==> src/rtl/modinv_issue.sv <==
// Modular-inverse issue stage: queues {src,dst} jobs, reads the operand, launches the
// inverter and writes the result back. Optional WAIT timeout under MODINV_ISSUE_TIMEOUT_EN.
`ifndef WORDSZ
`define WORDSZ 16
`endif
`ifndef RFSZLOG2
`define RFSZLOG2 4
`endif

module modinv_issue #(
  parameter int QDEPTH  = 4,
  parameter int RD_LAT  = 3,
  parameter int TIMEOUT = `WORDSZ*2+16
) (
  input  logic                 clk,
  input  logic                 rst,
  input  logic                 req_valid,
  output logic                 req_ready,
  input  logic [`RFSZLOG2-1:0] req_src,
  input  logic [`RFSZLOG2-1:0] req_dst,
  output logic                 rf_ren,
  output logic [`RFSZLOG2-1:0] rf_raddr,
  input  logic [`WORDSZ-1:0]   rf_rdata,
  output logic                 inv_en,
  output logic [`WORDSZ-1:0]   inv_a,
  output logic [`RFSZLOG2-1:0] inv_rn,
  input  logic                 inv_done,
  input  logic [`WORDSZ-1:0]   inv_res,
  input  logic [`RFSZLOG2-1:0] inv_rn_in,
  output logic                 rf_wen,
  output logic [`RFSZLOG2-1:0] rf_waddr,
  output logic [`WORDSZ-1:0]   rf_wdata,
  output logic                 busy,
  output logic                 zero_err,
  output logic                 rn_err,
  output logic                 timeout_err
);
  localparam int AW  = $clog2(QDEPTH);
  localparam int RW  = `RFSZLOG2;
  localparam int RCW = (RD_LAT < 1) ? 1 : $clog2(RD_LAT + 1);
  localparam logic [AW:0]    FULL    = (AW+1)'(QDEPTH);
  localparam logic [RCW-1:0] RD_LAST = RCW'(RD_LAT);

  typedef enum logic [2:0] {S_IDLE, S_READ, S_LAUNCH, S_WAIT, S_WB} state_t;

  state_t             r_state;
  logic [2*RW-1:0]    r_mem [QDEPTH];
  logic [AW-1:0]      r_wptr, r_rptr;
  logic [AW:0]        r_count, w_count_nxt;
  logic               r_ready;
  logic [RW-1:0]      r_dst;
  logic [RCW-1:0]     r_rd_cnt;
  logic               r_rf_ren, r_inv_en, r_rf_wen;
  logic [RW-1:0]      r_rf_raddr, r_inv_rn, r_rf_waddr;
  logic [`WORDSZ-1:0] r_inv_a, r_rf_wdata;
  logic               r_zero_err, r_rn_err;
  logic               w_push, w_pop;
  logic [RW-1:0]      w_head_src, w_head_dst;

`ifdef MODINV_ISSUE_TIMEOUT_EN
  localparam int TCW = $clog2(TIMEOUT + 1);
  localparam logic [TCW-1:0] TO_LAST = TCW'(TIMEOUT - 1);
  logic [TCW-1:0] r_to_cnt;
  logic           r_timeout_err;
  assign timeout_err = r_timeout_err;
`else
  assign timeout_err = 1'b0;
`endif

  assign w_push = req_valid & r_ready;
  assign w_pop  = (r_state == S_IDLE) && (r_count != '0);
  assign {w_head_src, w_head_dst} = r_mem[r_rptr];

  always_comb begin
    w_count_nxt = r_count;
    case ({w_push, w_pop})
      2'b10:   w_count_nxt = r_count + 1'b1;
      2'b01:   w_count_nxt = r_count - 1'b1;
      default: w_count_nxt = r_count;
    endcase
  end

  // Storage needs no reset: occupancy is tracked by the pointers and count.
  always_ff @(posedge clk) begin
    if (w_push) r_mem[r_wptr] <= {req_src, req_dst};
  end

  always_ff @(posedge clk or posedge rst) begin
    if (rst) begin
      r_state    <= S_IDLE;
      r_wptr     <= '0;
      r_rptr     <= '0;
      r_count    <= '0;
      r_ready    <= 1'b1;
      r_dst      <= '0;
      r_rd_cnt   <= '0;
      r_rf_ren   <= 1'b0;
      r_rf_raddr <= '0;
      r_inv_en   <= 1'b0;
      r_inv_a    <= '0;
      r_inv_rn   <= '0;
      r_rf_wen   <= 1'b0;
      r_rf_waddr <= '0;
      r_rf_wdata <= '0;
      r_zero_err <= 1'b0;
      r_rn_err   <= 1'b0;
`ifdef MODINV_ISSUE_TIMEOUT_EN
      r_to_cnt      <= '0;
      r_timeout_err <= 1'b0;
`endif
    end else begin
      r_count <= w_count_nxt;
      r_ready <= (w_count_nxt < FULL);
      if (w_push) r_wptr <= r_wptr + 1'b1;
      if (w_pop)  r_rptr <= r_rptr + 1'b1;
      // Strobes and their data default low; a state transition raises them for one cycle.
      r_rf_ren   <= 1'b0;
      r_rf_raddr <= '0;
      r_inv_en   <= 1'b0;
      r_inv_a    <= '0;
      r_inv_rn   <= '0;
      r_rf_wen   <= 1'b0;
      r_rf_waddr <= '0;
      r_rf_wdata <= '0;
      r_zero_err <= 1'b0;
      r_rn_err   <= 1'b0;
`ifdef MODINV_ISSUE_TIMEOUT_EN
      r_timeout_err <= 1'b0;
`endif
      case (r_state)
        S_IDLE: if (w_pop) begin
          r_dst      <= w_head_dst;
          r_rd_cnt   <= '0;
          r_rf_ren   <= 1'b1;
          r_rf_raddr <= w_head_src;
          r_state    <= S_READ;
        end
        S_READ: if (r_rd_cnt == RD_LAST) begin
          if (rf_rdata == '0) begin
            r_rf_wen   <= 1'b1;
            r_rf_waddr <= r_dst;
            r_zero_err <= 1'b1;
            r_state    <= S_WB;
          end else begin
            r_inv_en <= 1'b1;
            r_inv_a  <= rf_rdata;
            r_inv_rn <= r_dst;
            r_state  <= S_LAUNCH;
          end
        end else begin
          r_rd_cnt <= r_rd_cnt + 1'b1;
        end
        S_LAUNCH: begin
`ifdef MODINV_ISSUE_TIMEOUT_EN
          r_to_cnt <= '0;
`endif
          r_state <= S_WAIT;
        end
        S_WAIT: if (inv_done) begin
          r_rf_wen   <= 1'b1;
          r_rf_waddr <= r_dst;
          r_rf_wdata <= inv_res;
          r_rn_err   <= (inv_rn_in != r_dst);
          r_state    <= S_WB;
        end
`ifdef MODINV_ISSUE_TIMEOUT_EN
        else if (r_to_cnt == TO_LAST) begin
          r_rf_wen      <= 1'b1;
          r_rf_waddr    <= r_dst;
          r_timeout_err <= 1'b1;
          r_state       <= S_WB;
        end else begin
          r_to_cnt <= r_to_cnt + 1'b1;
        end
`endif
        S_WB:    r_state <= S_IDLE;
        default: r_state <= S_IDLE;
      endcase
    end
  end

  assign req_ready = r_ready;
  assign rf_ren    = r_rf_ren;
  assign rf_raddr  = r_rf_raddr;
  assign inv_en    = r_inv_en;
  assign inv_a     = r_inv_a;
  assign inv_rn    = r_inv_rn;
  assign rf_wen    = r_rf_wen;
  assign rf_waddr  = r_rf_waddr;
  assign rf_wdata  = r_rf_wdata;
  assign zero_err  = r_zero_err;
  assign rn_err    = r_rn_err;
  assign busy      = (r_state != S_IDLE) || (r_count != '0);

endmodule
==> config.mk <==
export PLATFORM = sky130hd
export DESIGN_NAME = modinv_issue
export DESIGN_NICKNAME = d
export VERILOG_FILES = /design/src/rtl/modinv_issue.sv
export SDC_FILE = /design/constraint.sdc
export NUM_CORES = 1
export LEC_CHECK = 0
export CAP_MARGIN = 0
export CORE_ASPECT_RATIO = 0.5
export CORE_MARGIN = 1
export CORE_UTILIZATION = 25
export DETAILED_ROUTE_END_ITERATION = 6
export PLACE_DENSITY = 0.44
export SLEW_MARGIN = 10
export SYNTH_ARGS = -nofsm -noshare
export SYNTH_HDL_FRONTEND = slang
export SYNTH_SLANG_ARGS = --single-unit
==> constraint.sdc <==
create_clock -name clk -period 2.8 [get_ports clk]
set_input_delay 0.56 -clock clk [delete_from_list [all_inputs] [get_ports clk]]
set_output_delay 0.56 -clock clk [all_outputs]
set_load 0.01 [all_outputs]
==> summary.md, run 1 <==
| Metric | Value |
|---|---|
| Result of the run | complete, no violations |
| Share of cells above drive strength 1 | 12.94% |
| Period utilization | 83.19% |
| Unrepaired setup endpoints after global routing | no |
| Placeable core region | 0.01396 sq mm |
| Global-route total usage across every layer | 10.75% |
| Iteration count of the initial detailed-routing pass | 4 |
| Actual transition at the worst max-transition pin | 0.6280 ns |
| Number of max-slew violations in the final report | 0 |
| Parity-gate share of the synthesized area counting xor and xnor cells | 2.608% |
| Via count of the first global-routing pass | 2,358 |
| Sum of overflow across all layers after global routing | 0 |
| Reg area | 0.002614 sq mm |
| HP Class | register to register |
| Mean routed wirelength per cell | 14.53 microns |
| Die footprint | 0.01530 sq mm |
| Mux share of post-synthesis cell area | 7.721% |
| Largest net degree at the start of global routing | 67 |
| Drc violations | 0 |
| Fraction of registers with async set or reset after synthesis | 67.35% |
| Post-Syn Instances | 231 |
| Top cells by count, synth | sky130_fd_sc_hd__dfrtp_1, sky130_fd_sc_hd__and2_1, sky130_fd_sc_hd__edfxtp_1 |
| Vertical die dimension | 87.97 microns |
| DP HPWL | 5410 microns |
| Synthesized-area fraction occupied by ao, oa, aoi and oai cells | 2.337% |
| CP endpoint kind | register |
| Max Fclk | 0.4293 GHz |
| Number of setup violations in the final report | 0 |
| Worst-path fanout max | 8 |
| Mean area per synthesized cell | 15.99 sq um |
| Synth top area share | 44.02% |
| Skew-Pair Late Insertion Delay | 0.34 ns |
| Via count | 2,170 |
| Slew Limit Headroom | 57.56% |
| CTS hold repair buffers | 0 |
| Combined area of the multi-input logic cells | 0.001013 sq mm |
| Weighted congestion reported at the end of routability-driven placement | 0.7440 |
| Antenna violations before repair | 0 |
| Number of flops mapped to enable cells by yosys | 32 |
| Biggest area contributors in the synthesized netlist | sky130_fd_sc_hd__dfrtp_1, sky130_fd_sc_hd__edfxtp_1, sky130_fd_sc_hd__and2_1, sky130_fd_sc_hd__mux4_2, sky130_fd_sc_hd__ha_1 |
| Final hold vios | 0 |
| Iteration-0 DRC Markers | 49 |
| Effective utilization at floorplan | 26.46% |
| Clk sinks | 98 |
| Number of cell instances on the worst register-to-register path | 7 |
| Chip width | 173.9 microns |
| Adder-Cell Fraction of Synth Area | 2.574% |
| Sequential element share of the synthesized area | 70.74% |
| Most instantiated library cell after synthesis | sky130_fd_sc_hd__dfrtp_1 |
| Largest family of logic cells by synthesized area | simple AND/OR/NAND/NOR gates |
| Maximum capacitance violations | 0 |
| Worst clock skew | 0.005787 ns |
| Synthesized area | 0.003695 sq mm |
| CTS tree | yes |
| Post-synthesis register bit count | 98 |
| Required time worst endpoint | 3.06 ns |
| Yosys synthesis warning count | 0 |
| CTS Buf Count | 9 |
| Simple-gate share of the synthesized area | 12.09% |
| Slack of the worst reg-to-reg path | 0.47 ns |
| Buffers from clock root to sink, at most | 2 |
| Area growth from synthesis to layout | 40.74% |
| Worst vdd ir | 0.0003390 V |
| Crit path time final | 2.329 ns |
| IO Count | 100 |
| Fin util | 37.24% |
| Post-detailed-route count of antenna-violating nets | 0 |
| Critical Setup Path Class | register to register |
| Post-synthesis net count | 286 |
| Count of port buffers added during placement | 98 |
| Arrival time at the worst endpoint | 2.59 ns |
| Startpoint class of the critical path | register |
| Worst hold stages | 1 |
| Via density per instance | 4.079 |
| Leakage | 0.002119 uW |
| Cell type with the highest aggregate area in the netlist | sky130_fd_sc_hd__dfrtp_1 |
| Ys flop type | sky130_fd_sc_hd__dfrtp_1 |
| CTS H-Tree Depth | 3 |
| Antenna cells | 0 |
| Hold Crit Endpoint | req_ready |
| Total power divided by cell area | 861.3 mW/mm^2 |
| First-pass GRT wire length | 12,320 microns |
| Root Driver | sky130_fd_sc_hd__clkbuf_16 |
| Count of standard-cell rows | 30 |
| Post-layout nets | 390 |
| Number of distinct standard cells referenced by the synthesized netlist | 41 |
| Power consumption | 4479 uW |
| TNS Setup | 0 ns |
| Setup bufs post-CTS | 0 |
| Crit Reg-Reg Startpoint | r_count[0] |
| Number of cells upsized or downsized after cts | 0 |
| WL final | 7731 microns |
| Number of fill cells in the layout | 1,341 |
| CTS clk-pin slew, worst paths | 0.06 ns |
## worst max-delay path: stages, from the launching register on
cell	delay, ns
sky130_fd_sc_hd__dfrtp_1	0.44
sky130_fd_sc_hd__or3_1	0.51
sky130_fd_sc_hd__and2_2	0.24
sky130_fd_sc_hd__ha_1	0.21
sky130_fd_sc_hd__fa_1	0.39
sky130_fd_sc_hd__xnor2_1	0.13
sky130_fd_sc_hd__nor2_1	0.18
sky130_fd_sc_hd__xor2_1	0.16
## where the power goes
group	internal, uW	total, uW	switching, uW
sequential	1790	2050	258
clock	690	1210	518
combinational	733	1220	486
## metal layers
layer,routed length (microns),part of all wire [%],track usage [%]
met5,0,0,0
met2,3885,50,18.47
met3,336,4.3,3.559
met1,3430,44,12.85
met4,77,1.0,3.828
## cell families after synthesis
logic type	after synthesis
compound gates	12
other cells	1
mux	16
buf+inv	13
xor+xnor	11
flops	98
simple gates	73
fa+ha+maj	7
## flip-flops by register name, summed over array words and instances, names as in the netlist, named ones only
signal	flops
rf_wdata	16
inv_rn	4
r_state	3
r_rd_cnt	2
rf_waddr	4
r_count	2
r_mem	32
r_wptr	2
req_ready	1
rf_raddr	4
r_dst	4
inv_en	1
zero_err	1
rn_err	1
rf_ren	1
rf_wen	1
r_rptr	2
inv_a	16
## per-stage QoR
| step | instances | area (sq um) | hold slack, ns | setup slack, ns |
|---|---|---|---|---|
| 2_1_floorplan | 231 | 3695 | 0.4636 | 0.5868 |
| 5_1_grt | 532 | 5200 | 0.5333 | 0.3385 |
| 3_5_place_dp | 516 | 4906 | 0.4956 | 0.3608 |
| 3_3_place_gp | 516 | 4906 | 0.4838 | 0.4394 |
| 6_report | 532 | 5200 | 0.5049 | 0.4707 |
| 4_1_cts | 532 | 5200 | 0.5065 | 0.4500 |
## cell type report
class | count | share of cell area [%]
clock inverters | 7 | 1.323
inverters | 4 | 0.2887
repair buffers | 102 | 19.68
flip-flops and latches | 98 | 50.26
clock buffers | 9 | 4.331
well taps | 192 | 4.620
multi-input cells | 120 | 19.49
## worst max path at each step
stage	startpoint	end	cells past startpoint
floorplan	rst	async pin	1
global placement	req_valid	register	7
detailed placement	req_valid	register	7
CTS	r_count[0]	register	7
global route	r_count[0]	req_ready	7
finish	r_count[0]	register	7
## cells in the final DEF (no fill, tap or decap), drive strengths merged, types with 2 or more instances in the layout
cell type / synthesis / final
xnor2: 5 / 5
buf: 6 / 4
xor2: 6 / 6
o21ai: 4 / 4
nor4: 4 / 4
dfrtp: 65 / 65
and3: 8 / 8
mux4: 8 / 8
and2: 38 / 38
nor3: 2 / 2
inv: 4 / 5
mux2: 8 / 8
nor2: 3 / 3
clkinv: 0 / 4
edfxtp: 32 / 32
clkdlybuf4s50: 0 / 98
clkbuf: 3 / 9
o21bai: 2 / 2
nand2: 11 / 11
ha: 6 / 6
Power figures use the tool's default switching activity.
==> run 2: changes to the inputs <==
--- a/config.mk
+++ b/config.mk
@@ -10,7 +10,7 @@
 export CORE_MARGIN = 1
 export CORE_UTILIZATION = 25
 export DETAILED_ROUTE_END_ITERATION = 6
-export PLACE_DENSITY = 0.44
+export PLACE_DENSITY = 0.46
 export SLEW_MARGIN = 10
 export SYNTH_ARGS = -nofsm -noshare
 export SYNTH_HDL_FRONTEND = slang
==> constraint.sdc (replaced) <==
create_clock -name clk -period 2.1 [get_ports clk]
set_input_delay 0.42 -clock clk [delete_from_list [all_inputs] [get_ports clk]]
set_output_delay 0.42 -clock clk [all_outputs]
set_load 0.01 [all_outputs]
==> summary.md, run 2 (synthesis results as in run 1) <==
| Metric | Value |
|---|---|
| Required time worst endpoint | 2.36 ns (-0.70 ns) |
| Biggest register | r_mem |
| Maximum capacitance violations | 0 (unchanged) |
| Critical path's slowest cell | sky130_fd_sc_hd__dfrtp_1 |
| Startpoint class of the critical path | register |
| Flip-flop count of the largest register, all copies and words added | 32 (unchanged) |
| Count of standard-cell rows | 30 (unchanged) |
| Via count of the first global-routing pass | 2,412 (+2.3%) |
| Critical Setup Path Class | register to register |
| Buffers from clock root to sink, at most | 2 (unchanged) |
| CTS tree | yes |
| Arrival time at the worst endpoint | 2.28 ns (-0.31 ns) |
| Number of setup violations in the final report | 0 (unchanged) |
| Combined area of the multi-input logic cells | 0.001049 sq mm (+3.5%) |
| Switching power as a share of total power | 28.30% (+0.11 points) |
| Share of cells above drive strength 1 | 19.89% (+6.9 points) |
| Share of total power in combinational logic | 31.0% (+3.8 points) |
| Most common cell after layout, fill and taps aside | sky130_fd_sc_hd__clkdlybuf4s50_1 |
| Mean routed wirelength per cell | 14.21 microns (-2.2%) |
| Reg power frac | 42.5% (-3.3 points) |
| Iteration count of the initial detailed-routing pass | 4 (unchanged) |
| Chip width | 173.9 microns (unchanged) |
| Iteration-0 DRC Markers | 101 (+110%) |
| Crit path time final | 2.021 ns (-0.3080 ns) |
| Worst clock skew | 0.007563 ns (+0.001776 ns) |
| Unrepaired setup endpoints after global routing | no |
| Result of the run | complete, no violations |
| Portion of total power attributed to the clock network | 26.6% (-0.4 points) |
| IO Count | 100 (unchanged) |
| Area growth from synthesis to layout | 45.41% |
| Minimum setup slack in the final design | 0.07875 ns (-0.3920 ns) |
| Int Power | 4469 uW (+39%) |
| Die footprint | 0.01530 sq mm (unchanged) |
| Slew Limit Headroom | 61.39% (+3.8 points) |
| Longest individual stage delay on the worst path | 0.39 ns (-0.12 ns) |
| Worst vdd ir | 0.0003847 V (+13%) |
| CP Cell Sequence | or3_4 > and2_2 > ha_4 > fa_2 > xnor2_1 > nor2_2 > xor2_1 |
| Number of fill cells in the layout | 1,329 (-0.89%) |
| First-pass GRT wire length | 12,650 microns (+2.7%) |
| Effective utilization at floorplan | 26.46% (unchanged) |
| CTS Buf Count | 9 (unchanged) |
| Post-layout nets | 407 (+4.4%) |
| WL final | 7801 microns (+0.91%) |
| Weighted congestion reported at the end of routability-driven placement | 0.7393 (-0.63%) |
| HP Class | input pin to async pin |
| Global-route total usage across every layer | 10.98% (+0.22 points) |
| Period utilization | 96.25% (+13 points) |
| Number of max-slew violations in the final report | 0 (unchanged) |
| Via density per instance | 3.967 (-2.7%) |
| Fin util | 38.48% (+1.2 points) |
| Most frequent cells in the layout | sky130_fd_sc_hd__clkdlybuf4s50_1, sky130_fd_sc_hd__dfrtp_1, sky130_fd_sc_hd__and2_1, sky130_fd_sc_hd__edfxtp_1, sky130_fd_sc_hd__buf_4 |
| Smallest hold slack | 0.4758 ns (-0.02917 ns) |
| Clk sinks | 98 (unchanged) |
| Largest net degree at the start of global routing | 67 (unchanged) |
| Antenna cells | 0 (unchanged) |
| Total power divided by cell area | 1160 mW/mm^2 (+35%) |
| Antenna violations before repair | 0 (unchanged) |
| Count of port buffers added during placement | 98 (unchanged) |
| Reg area | 0.002616 sq mm (about the same) |
| Max Fclk | 0.4947 GHz (+15%) |
| CTS H-Tree Depth | 3 (unchanged) |
| Placeable core region | 0.01396 sq mm (unchanged) |
| Worst-path fanout max | 2 (-6) |
| Root Driver | sky130_fd_sc_hd__clkbuf_16 |
| CP endpoint kind | register |
| Pre-CTS setup slack | -0.03966 ns (-0.4005 ns) |
| CTS clk-pin slew, worst paths | 0.07 ns (about the same) |
| CTS hold repair buffers | 0 (unchanged) |
| TNS Setup | 0 ns (unchanged) |
| Final hold vios | 0 (unchanged) |
| DP HPWL | 5633 microns (+4.1%) |
| Sum of overflow across all layers after global routing | 0 (unchanged) |
| Vertical die dimension | 87.97 microns (unchanged) |
| Actual transition at the worst max-transition pin | 0.5714 ns (-0.05662 ns) |
| Switching Power | 1764 uW (+40%) |
| Drc violations | 0 (unchanged) |
| Skew-Pair Late Insertion Delay | 0.34 ns (about the same) |
| Via count | 2,178 (+0.37%) |
| Post-detailed-route count of antenna-violating nets | 0 (unchanged) |
| Leakage | 0.002211 uW (+4.3%) |
[run 2: cell types whose count changed in the layout (fill, tap and decap cells not counted), moves of 2 or more]
| cell | delta |
|---|---|
| sky130_fd_sc_hd__buf_4 | +17 |
| sky130_fd_sc_hd__clkinv_1 | -2 |
| sky130_fd_sc_hd__dfrtp_1 | -2 |
| sky130_fd_sc_hd__dfrtp_2 | +2 |
[run 2: area by class of cell]
cell class	instances	share of cell area [%]
Clock inverter	7	1.444
Clock buffer	9	4.192
Tap cell	192	4.471
Sequential cell	98	48.70
Multi-Input combinational cell	120	19.52
Timing Repair Buffer	119	21.40
Inverter	4	0.2795
[run 2: path summary, 6_finish.rpt]
kind	slack, ns	startpoint	end	cells after the start
setup / recovery	0.08	r_count[1]	register	7
hold / removal	0.48	rst	rf_wdata[5]	3
setup reg to reg	0.08	r_count[1]	register	7
hold reg to reg	0.50	r_rd_cnt[1]	r_rd_cnt[1]	1
max in group asynchronous	1.31	rst	req_ready	3
min in group clk	0.50	r_rd_cnt[1]	r_rd_cnt[1]	1
[run 2: timing repair]
action | in CTS | in global routing
hold endpoints to repair | 0 | 0
setup buffers | 1 | 2
setup endpoints to repair | 2 | 2
pin swaps | 0 | 2
resized for setup | 4 | 4
[run 2: power groups by stage]
| stage | Sequential (uW) | Clock, uW | Combinational (uW) |
|---|---|---|---|
| after global routing | 2700 | 1790 | 2120 |
| after detailed placement | 2700 | 0 | 1870 |
| final | 2650 | 1660 | 1930 |
| after CTS | 2660 | 1720 | 1900 |
| after global placement | 2670 | 0 | 1830 |
| after floorplan | 2700 | 0 | 1040 |
[run 2: metrics by stage]
stage | cell area, sq um | std cells | power [uW]
2_1_floorplan | 3700 | 231 | 3746
3_3_place_gp | 5016 | 530 | 4503
3_5_place_dp | 5016 | 530 | 4568
4_1_cts | 5334 | 547 | 6284
5_1_grt | 5373 | 549 | 6613
6_report | 5373 | 549 | 6233
[run 2: critical path, delay by kind of cell (launching register included)]
family,cells,cell delay (ns)
and+or+nand+nor,3,0.75
xor gates and xnor gates,2,0.31
DFF,1,0.39
adders and majority gates,2,0.50
[run 2: per-layer routing]
metal / part of all wire [%] / vias up / GRT usage (%)
met1: 42 / 1083 / 12.62
met4: 1.0 / 0 / 3.589
met2: 53 / 43 / 19.64
met5: 0 / - / 0
met3: 4.4 / 8 / 3.646
li1: - / 1044 / -
==> run 3: changes to the inputs <==
--- a/config.mk
+++ b/config.mk
@@ -8,9 +8,11 @@
 export CAP_MARGIN = 0
 export CORE_ASPECT_RATIO = 0.5
 export CORE_MARGIN = 1
-export CORE_UTILIZATION = 25
+export CORE_UTILIZATION = 43
 export DETAILED_ROUTE_END_ITERATION = 6
-export PLACE_DENSITY = 0.46
+export PLACE_DENSITY = 0.72
+export RECOVER_POWER = 50
+export SETUP_SLACK_MARGIN = 0.02
 export SLEW_MARGIN = 10
 export SYNTH_ARGS = -nofsm -noshare
 export SYNTH_HDL_FRONTEND = slang
==> summary.md, run 3 (synthesis results as in run 1) <==
| Metric | Value |
|---|---|
| CTS Buf Count | 9 (unchanged) |
| Clk sinks | 98 (unchanged) |
| Antenna violations before repair | 0 (unchanged) |
| Flip-flop count of the largest register, all copies and words added | 32 (unchanged) |
| Total power divided by cell area | 1172 mW/mm^2 (+1.1%) |
| Sum of overflow across all layers after global routing | 0 (unchanged) |
| Smallest hold slack | 0.5100 ns (+0.03419 ns) |
| Via density per instance | 4.815 (+21%) |
| Final hold vios | 0 (unchanged) |
| Buffers from clock root to sink, at most | 2 (unchanged) |
| Maximum capacitance violations | 0 (unchanged) |
| IO Count | 100 (unchanged) |
| Count of port buffers added during placement | 98 (unchanged) |
| Post-layout nets | 398 (-2.2%) |
| Number of max-slew violations in the final report | 0 (unchanged) |
| Crit Reg-Reg Startpoint | r_count[1] |
| DP HPWL | 4822 microns (-14%) |
| Worst vdd ir | 0.0006044 V (+57%) |
| Iteration-0 DRC Markers | 61 (-40%) |
| Via count | 2,215 (+1.7%) |
| Critical hold path startpoint | r_rd_cnt[1] |
| CTS hold repair buffers | 0 (unchanged) |
| First-pass GRT wire length | 10,920 microns (-14%) |
| Most common cell after layout, fill and taps aside | sky130_fd_sc_hd__clkdlybuf4s50_1 |
| Setup bufs post-CTS | 0 (-1) |
| CP endpoint kind | register |
| Worst clock skew | 0.006296 ns (-0.001267 ns) |
| Critical Setup Path Class | register to register |
| Share of cells above drive strength 1 | 16.09% (-3.8 points) |
| Max Fclk | 0.4936 GHz (-0.22%) |
| Iteration count of the initial detailed-routing pass | 4 (unchanged) |
| Startpoint class of the critical path | register |
| Global-route total usage across every layer | 16.32% (+5.3 points) |
| Period utilization | 96.46% (+0.21 points) |
| Area growth from synthesis to layout | 39.99% |
| Leakage | 0.002148 uW (-2.9%) |
| Result of the run | complete, no violations |
| Skew-Pair Late Insertion Delay | 0.33 ns (about the same) |
| CTS H-Tree Depth | 3 (unchanged) |
| Arrival time at the worst endpoint | 2.24 ns (-0.04 ns) |
| Die footprint | 0.008990 sq mm (-41%) |
| Effective utilization at floorplan | 45.21% (+19 points) |
| Unrepaired setup endpoints after global routing | yes |
| HP Class | register to register |
| Largest net degree at the start of global routing | 67 (unchanged) |
| Placeable core region | 0.008173 sq mm (-41%) |
| Weighted congestion reported at the end of routability-driven placement | 0.7218 (-2.4%) |
| Via count of the first global-routing pass | 2,260 (-6.3%) |
| Post-detailed-route count of antenna-violating nets | 0 (unchanged) |
| Crit path time final | 2.026 ns (+0.004483 ns) |
| Chip width | 133.1 microns (-23%) |
| Mean routed wirelength per cell | 14.73 microns (+3.7%) |
| Launching instance or port of the critical path | r_count[1] |
| Worst-path fanout max | 4 (+2) |
| Root Driver | sky130_fd_sc_hd__clkbuf_16 |
| CTS clk-pin slew, worst paths | 0.06 ns (about the same) |
| Antenna cells | 0 (unchanged) |
| Vertical die dimension | 67.55 microns (-23%) |
| Slew Limit Headroom | 42.41% (-19 points) |
| Most frequent cells in the layout | sky130_fd_sc_hd__clkdlybuf4s50_1, sky130_fd_sc_hd__dfrtp_1, sky130_fd_sc_hd__and2_1, sky130_fd_sc_hd__edfxtp_1, sky130_fd_sc_hd__nand2_1 |
| TNS Setup | 0 ns (unchanged) |
| Actual transition at the worst max-transition pin | 0.8638 ns (+0.2924 ns) |
| Biggest register | r_mem |
| Drc violations | 0 (unchanged) |
| Number of setup violations in the final report | 0 (unchanged) |
| CTS tree | yes |
| Fin util | 63.29% (+25 points) |
| WL final | 6776 microns (-13%) |
| Required time worst endpoint | 2.32 ns (-0.04 ns) |
| Count of standard-cell rows | 23 (-23%) |
[run 3: routing by layer]
metal	track usage, %	routed length, microns
met5	0	0
met4	6.676	90
met3	4.805	393
met2	29.12	3442
met1	19.06	2849
[run 3: worst paths after layout]
| check | endpoint | depth (start not counted) | slack (ns) |
|---|---|---|---|
| min in group asynchronous | rf_wdata[6] | 3 | 0.82 |
| worst min register to register | r_rd_cnt[1] | 1 | 0.51 |
| worst min-delay path | r_rd_cnt[1] | 1 | 0.51 |
| worst max register to register | register | 7 | 0.07 |
| worst max-delay path | register | 7 | 0.07 |
| max in group asynchronous | r_count[1] | 3 | 0.67 |
[run 3: layout make-up]
class | count | area (sq um)
sequential | 98 | 2615
clock buffer | 11 | 237.7
tap | 112 | 140.1
clock inverter | 5 | 55.05
fill | 621 | 3000
timing repair buffer | 110 | 1066
multi-input combinational | 120 | 1044
inverter | 4 | 15.01
[run 3: per-stage QoR]
stage          area, sq um  setup WS [ns]  power (uW)  cells
4_1_cts               5186        0.02728        6141    460
5_1_grt               5172       0.007848        6411    460
3_3_place_gp          4882        0.04670        4434    444
6_report              5172        0.07427        6064    460
2_1_floorplan         3711        0.02685        3768    231
3_5_place_dp          4882      0.0007230        4530    444
[run 3: power breakdown]
| part | internal, uW | total, uW | switching, uW |
|---|---|---|---|
| combinational | 1070 | 1810 | 743 |
| clock | 936 | 1590 | 652 |
| sequential | 2400 | 2670 | 270 |
[run 3: critical path, stage by stage (launching register included)]
cell and delay (ns):
sky130_fd_sc_hd__dfrtp_2 0.43, sky130_fd_sc_hd__or3_1 0.40, sky130_fd_sc_hd__and2_4 0.16, sky130_fd_sc_hd__ha_4 0.16, sky130_fd_sc_hd__fa_2 0.33, sky130_fd_sc_hd__xnor2_1 0.19, sky130_fd_sc_hd__nor2_2 0.08, sky130_fd_sc_hd__xor2_1 0.15
[run 3: repair_timing]
action	in CTS	in global routing
pin swaps	0	1
gates resized for setup	2	3
setup endpoints to repair	1	3
